`src/rtl/context_sequencer.sv`:
```
// context_sequencer: owns the context counter (CCNT) and resolves halt/jump/predicated branches.
// Optional watchdog abort is compiled in when CONTEXT_SEQ_WDOG_EN is defined.
module context_sequencer #(
    parameter int CCNT_WIDTH    = 8,
    parameter int CONTEXT_DEPTH = 256,
    parameter int WDOG_CYCLES   = 1024
) (
    input  logic                  CLK_I,
    input  logic                  RST_N_I,
    input  logic                  EN_I,
    input  logic                  START_I,
    input  logic [CCNT_WIDTH-1:0] START_ADDR_I,
    input  logic                  PRED_I,
    input  logic [CCNT_WIDTH+3:0] CTRL_I,
    output logic [CCNT_WIDTH-1:0] CCNT_O,
    output logic                  RUN_O,
    output logic                  DONE_O,
    output logic                  ERR_O
);
    typedef enum logic [1:0] {
        ST_IDLE = 2'd0,
        ST_RUN  = 2'd1,
        ST_DONE = 2'd2
    } state_t;

    state_t state;

    if (CONTEXT_DEPTH > (2 ** CCNT_WIDTH) || CONTEXT_DEPTH < 1 || WDOG_CYCLES < 2) begin : g_bad_params
        $error("context_sequencer: illegal CONTEXT_DEPTH/WDOG_CYCLES for CCNT_WIDTH");
    end

    logic                  halt;
    logic                  jump;
    logic                  cond;
    logic                  inv;
    logic                  taken;
    logic [CCNT_WIDTH-1:0] target;
    logic [CCNT_WIDTH-1:0] start_addr_ok;
    logic [CCNT_WIDTH-1:0] target_ok;
    logic [CCNT_WIDTH-1:0] ccnt_inc;

    assign halt   = CTRL_I[CCNT_WIDTH+3];
    assign jump   = CTRL_I[CCNT_WIDTH+2];
    assign cond   = CTRL_I[CCNT_WIDTH+1];
    assign inv    = CTRL_I[CCNT_WIDTH];
    assign target = CTRL_I[CCNT_WIDTH-1:0];
    assign taken  = jump & (~cond | (PRED_I ^ inv));

    // Out-of-range addresses fall back to context 0 rather than aliasing into the memory.
    assign start_addr_ok = (32'(START_ADDR_I) < 32'(CONTEXT_DEPTH)) ? START_ADDR_I : '0;
    assign target_ok     = (32'(target) < 32'(CONTEXT_DEPTH)) ? target : '0;
    assign ccnt_inc      = (32'(CCNT_O) == 32'(CONTEXT_DEPTH - 1)) ? '0 : CCNT_O + 1'b1;

`ifdef CONTEXT_SEQ_WDOG_EN
    localparam int WDOG_W = $clog2(WDOG_CYCLES);
    localparam logic [WDOG_W-1:0] WDOG_LAST = WDOG_W'(WDOG_CYCLES - 1);

    logic [WDOG_W-1:0] wdog_cnt;
    logic              err_q;
    logic              wdog_expire;

    assign wdog_expire = (wdog_cnt == WDOG_LAST);
    assign ERR_O       = err_q;
`else
    assign ERR_O = 1'b0;
`endif

    // Handshake: START_I is a request taken only in IDLE with EN_I high; there is no ready,
    // acceptance shows as RUN_O=1 after the sampling edge. EN_I low freezes every register.
    always_ff @(posedge CLK_I or negedge RST_N_I) begin
        if (!RST_N_I) begin
            state  <= ST_IDLE;
            CCNT_O <= '0;
            RUN_O  <= 1'b0;
            DONE_O <= 1'b0;
`ifdef CONTEXT_SEQ_WDOG_EN
            wdog_cnt <= '0;
            err_q    <= 1'b0;
`endif
        end else if (EN_I) begin
            unique case (state)
                ST_IDLE: begin
                    if (START_I) begin
                        state  <= ST_RUN;
                        CCNT_O <= start_addr_ok;
                        RUN_O  <= 1'b1;
`ifdef CONTEXT_SEQ_WDOG_EN
                        wdog_cnt <= '0;
                        err_q    <= 1'b0;
`endif
                    end
                end
                ST_RUN: begin
`ifdef CONTEXT_SEQ_WDOG_EN
                    wdog_cnt <= wdog_cnt + 1'b1;
`endif
                    if (halt) begin
                        state  <= ST_DONE;
                        RUN_O  <= 1'b0;
                        DONE_O <= 1'b1;
`ifdef CONTEXT_SEQ_WDOG_EN
                    end else if (wdog_expire) begin
                        state  <= ST_DONE;
                        RUN_O  <= 1'b0;
                        DONE_O <= 1'b1;
                        err_q  <= 1'b1;
`endif
                    end else if (taken) begin
                        CCNT_O <= target_ok;
                    end else begin
                        CCNT_O <= ccnt_inc;
                    end
                end
                ST_DONE: begin
                    state  <= ST_IDLE;
                    DONE_O <= 1'b0;
                end
                default: begin
                    state  <= ST_IDLE;
                    RUN_O  <= 1'b0;
                    DONE_O <= 1'b0;
                end
            endcase
        end
    end

endmodule

```
`config.mk`:
```
export PLATFORM = sky130hd
export DESIGN_NAME = context_sequencer
export DESIGN_NICKNAME = d
export VERILOG_FILES = /design/src/rtl/context_sequencer.sv
export SDC_FILE = /design/constraint.sdc
export NUM_CORES = 1
export LEC_CHECK = 0
export CORE_ASPECT_RATIO = 1.1
export CORE_MARGIN = 2
export CORE_UTILIZATION = 40
export CTS_CLUSTER_DIAMETER = 150
export DETAILED_ROUTE_END_ITERATION = 6
export GPL_ROUTABILITY_DRIVEN = 0
export GPL_TIMING_DRIVEN = 0
export PLACE_DENSITY_LB_ADDON = 0.2
export SYNTH_ARGS = -nofsm -noshare
export SYNTH_HDL_FRONTEND = slang
export SYNTH_SLANG_ARGS = --single-unit
```
`constraint.sdc`:
```
create_clock -name CLK_I -period 1.88 [get_ports CLK_I]
set_clock_uncertainty 0.1 [all_clocks]
set_input_delay 0.282 -clock CLK_I [delete_from_list [all_inputs] [get_ports CLK_I]]
set_output_delay 0.282 -clock CLK_I [all_outputs]
set_load 0.05 [all_outputs]
```
Word level (Yosys, flattened, before mapping)
Index checks and enable logic that the tools add are counted.
Widths: inputs -> output; s select.
- flip-flop bits (word level): 12
- bits of input ports: 25
- output and inout bits: 11
- word-level logic and storage cells: 36
- add/sub/neg operators: 1
- equality and inequality tests: 6
- muxes and demuxes: 13
- bitwise gates (word level): 6
- reductions and logical operators: 6
- operators with widths (cell ; count):
    $mux 8 ; 4
    $pmux 8 s2 ; 1
    $add 8x1->8 const B ; 1
    $eq 8x8->1 const B ; 1
    $reduce_and 4->1 ; 2
    $ne 2x2->1 const B ; 3
    $reduce_and 3->1 ; 2
    $mux 2 ; 2
    $pmux 2 s2 ; 1
    $mux 1 ; 3
    $not 1->1 ; 3
    $pmux 1 s3 ; 1
    $eq 2x1->1 const B ; 1
    $eq 2x2->1 const B ; 1
    $logic_not 2->1 ; 1
    $pmux 1 s2 ; 1
    $reduce_bool 2->1 ; 1
    $and 1x1->1 ; 1
    $or 1x1->1 ; 1
    $xor 1x1->1 ; 1

Depth between registers and ports, before layout
- word-level depth: 6
- gate-level depth with buffers: 6
- mapped depth without buffers: 5

Worst setup path after synthesis
Ideal clock, no wire load.
- path type: reg2reg
- from: register CCNT_O[0]
- to: register CCNT_O[3]
- data arrival time: 1.758 ns
- path slack: -0.104 ns
- cell stages (with the launch flop): 6
- period minus slack after synthesis: 1.984 ns
- cell sequence: dfrtp_1 ha_1 and3_4 nand3_2 nor4b_4 o32a_1
- longest elaborated chain between the ends: 5
- elaborated cells on any way between the ends: 6
- those cells by class: add/sub: 1; eq/ne: 1; mux: 4
- RTL lines (item ; RTL line ; RTL):
    from (decl) ; 15 ; output logic [CCNT_WIDTH-1:0] CCNT_O,
    from (signal assigned) ; 85 ; CCNT_O <= start_addr_ok;
    from (signal assigned) ; 109 ; CCNT_O <= target_ok;
    from (signal assigned) ; 111 ; CCNT_O <= ccnt_inc;
    $add 8x1->8 or $eq 8x8->1 (tied branches) ; 52 ; assign ccnt_inc = (32'(CCNT_O) == 32'(CONTEXT_DEPTH - 1)) ? '0 : CCNT_O + 1'b1;
    $mux 8 * ; 52 ;
    $mux 8 * ; 108 ; end else if (taken) begin
    $mux 8 * ; 97 ; if (halt) begin
    $pmux 8 s2 * ; 81 ; unique case (state)
Mark *: on every way between the ends. The rest lies on a longest branch, timed or not. The select of a mux whose other input is x is not followed.
A chain may end at the register's enable or synchronous reset.

Final worst setup path
- from: register DONE_O
- to: output DONE_O
- RTL lines (item ; RTL line ; RTL):
    from (decl) ; 17 ; output logic DONE_O,
    from (signal assigned) ; 75 ; DONE_O <= 1'b0;
    from (signal assigned) ; 100 ; DONE_O <= 1'b1;
    from (signal assigned) ; 116 ; DONE_O <= 1'b0;
No word-level cell between the ends.

==> results.toml <==
[floorplan]
num_rows = 18
die_area_um2 = 2810
die_h_um = 55.4
io_pins = 36
start_util = 0.427
die_w_um = 50.7
core_area_um2 = 2250

[final_layout]
final_layout_size_suffix_gt1_frac = 0.216
syn_to_final_growth_pct = 42.7
fillers = 208
multi_input_area_um2 = 602
insertedDiodeCount = 0
regArea_um2 = 303
nets = 166

[synth]
synthArstFlopShare = 1.00
yosysTopAreaCellShare = 0.313
synth_area_per_cell_um2 = 9.51
ys_seq_elements = 12
synth_nets = 127
yosys_warnings = 0
synth_cells = 101
synth.distinct_cells = 48
yosys-top-cells-area = "dfrtp_1 31%, nand2_1 3.9%, a21oi_1 3.1%"
synth_flop_cell = "dfrtp_1"
synth_edf_count = 0
synth_top_area_cell = "dfrtp_1"
synth_most_common_cell = "dfrtp_1"
ys_top_cells_by_count = "12 x dfrtp_1, 10 x nand2_1, 6 x a21oi_1, 5 x inv_1, 4 x a31oi_1"
yosysSeqAreaShare = 0.313
syn_area_um2 = 961

[grt]
grt_max_degree = 13
grt_pass1_vias = 944
antenna_found_initial = 0
grt_pass1_wl_um = 4130
grt.overflow.total = 0
grt_usage = 0.190

[pwr]
power_density_nw_per_um2 = 1370
power_mw = 1.88
ir_drop_v = 0.000819
leakagePower_nw = 0.579

[worst_setup_path]
path_buf_inv = 1
crit_family = "buffers and inverters"
critPathMaxFanout = 2
crit_path_start_kind = "flip-flop"
critPathKind = "reg2out"
cp.required_ps = 1500
endpoint_kind = "output port"
cp_slowest_stage_delay_ps = 800
arrival_ps = 1440
path_cells = "clkdlybuf4s50_1"
crit_slowest_cell = "clkdlybuf4s50_1"

[sta]
slew_headroom = 0.617
rsz0062_at_grt = "no"
max_freq_ghz = 0.549
timing.hold.ws_ps = 262
slew_viol_final = 0
layout_setup_ws_ps = 59.8
final-hold-violation-count = 0
finalSetupViolCount = 0
tightest_slew_ps = 573
fin_crit_sh = 0.968
finalCriticalPeriod_ps = 1820

[drt]
via_count = 929
drt-pass1-iter-count = 4
drcViolationCount = 0
drt_wl_total_um = 2430
ant_nets = 0
avgRoutedWirePerCell_um = 14.4
viasPerCell = 5.50
drt_iter0_drc = 12

[clock_network]
cts_sinks = 12
cts_made_buffers = 3
clk_path_buf_depth = 2
cts_tree = "built"
ctsHtreeMaxLevel = 1
clk_latency_ps = 280
cts-root-buf = "clkbuf_4"
clkTransAtPathRegs_ps = 90
post_cts_buffers = 0

[outcome]
status = "complete, no violations"

[placed_design]
pre_cts_ws_ps = -46.0
post-dp-hpwl_um = 1850
portBuffers = 34

[hold_path]
min_path_type = "in2async"

[job]
drv_cap = 0
-- layer usage --
metal,global-route usage,wire (um)
met5,0,0
met4,0.0541,19
met3,0.0514,140
met2,0.327,1220
met1,0.228,1050
-- sequential cells by signal, summed over array words and instances, names as in the netlist --
name    flops
RUN_O       1
DONE_O      1
state       2
CCNT_O      8
-- worst paths after layout --
| path | start | endpoint | slack, ps | cells after the start |
|---|---|---|---|---|
| worst min-delay path | RST_N_I | CCNT_O[2]$_DFFE_PN0P_ | 260 | 1 |
| min in group CLK_I | state[1]$_DFFE_PN0P_ | DONE_O$_DFFE_PN0P_ | 430 | 1 |
| worst max-delay path | DONE_O$_DFFE_PN0P_ | DONE_O | 60 | 1 |
| worst max register to register | CCNT_O[0]$_DFFE_PN0P_ | CCNT_O[6]$_DFFE_PN0P_ | 160 | 5 |
| worst min register to register | state[1]$_DFFE_PN0P_ | DONE_O$_DFFE_PN0P_ | 430 | 1 |
| max in group asynchronous | RST_N_I | CCNT_O[0]$_DFFE_PN0P_ | 1010 | 1 |
-- cell type report --
class                   count  area share
plain buffers               5      0.0265
inverters                   6      0.0164
multi-input cells          78       0.439
clock buffers               4      0.0265
flip-flops and latches     12       0.221
well taps                  30      0.0274
repair buffers             34       0.244
-- power by group --
part | leakage (nW) | internal (mW) | switching [mW]
Sequential | 0.139 | 0.373 | 0.150
Combinational | 0.419 | 0.422 | 0.718
Clock | 0.0210 | 0.118 | 0.0963
Total | 0.579 | 0.913 | 0.965
-- cells in the final DEF (no fill, tap or decap), types with 4 or more instances in the layout --
cell,netlist,routed
clkdlybuf4s50_1,0,26
dfrtp_1,12,10
nand2_1,10,10
dlygate4sd2_1,0,7
a21oi_1,6,6
inv_1,5,5
a31oi_1,4,4
-- per-stage QoR --
stage           util  setup TNS, ps  std cells  area, um^2
2_1_floorplan      -              0        101         963
3_5_place_dp   0.596           -130        165        1340
3_3_place_gp   0.596          -1.32        165        1340
6_report       0.609              0        169        1370
4_1_cts        0.608              0        169        1370
5_1_grt        0.609              0        169        1370
-- what timing repair did --
action	CTS	global route
hold buffers	0	0
resized for setup	7	1
setup endpoints to repair	7	1
gates cloned	0	0
pin swaps	0	0
-- logic make-up after synthesis --
| group | count (synthesis) | synth area share |
|---|---|---|
| other | 1 | 0.00390 |
| and+or+nand+nor | 36 | 0.244 |
| DFF | 12 | 0.313 |
| adders and majority gates | 1 | 0.0130 |
| buffers and inverters | 11 | 0.0612 |
| xor gates and xnor gates | 3 | 0.0352 |
| muxes | 3 | 0.0313 |
| AOI/OAI and AO/OA | 34 | 0.299 |
Power figures use the tool's default switching activity.
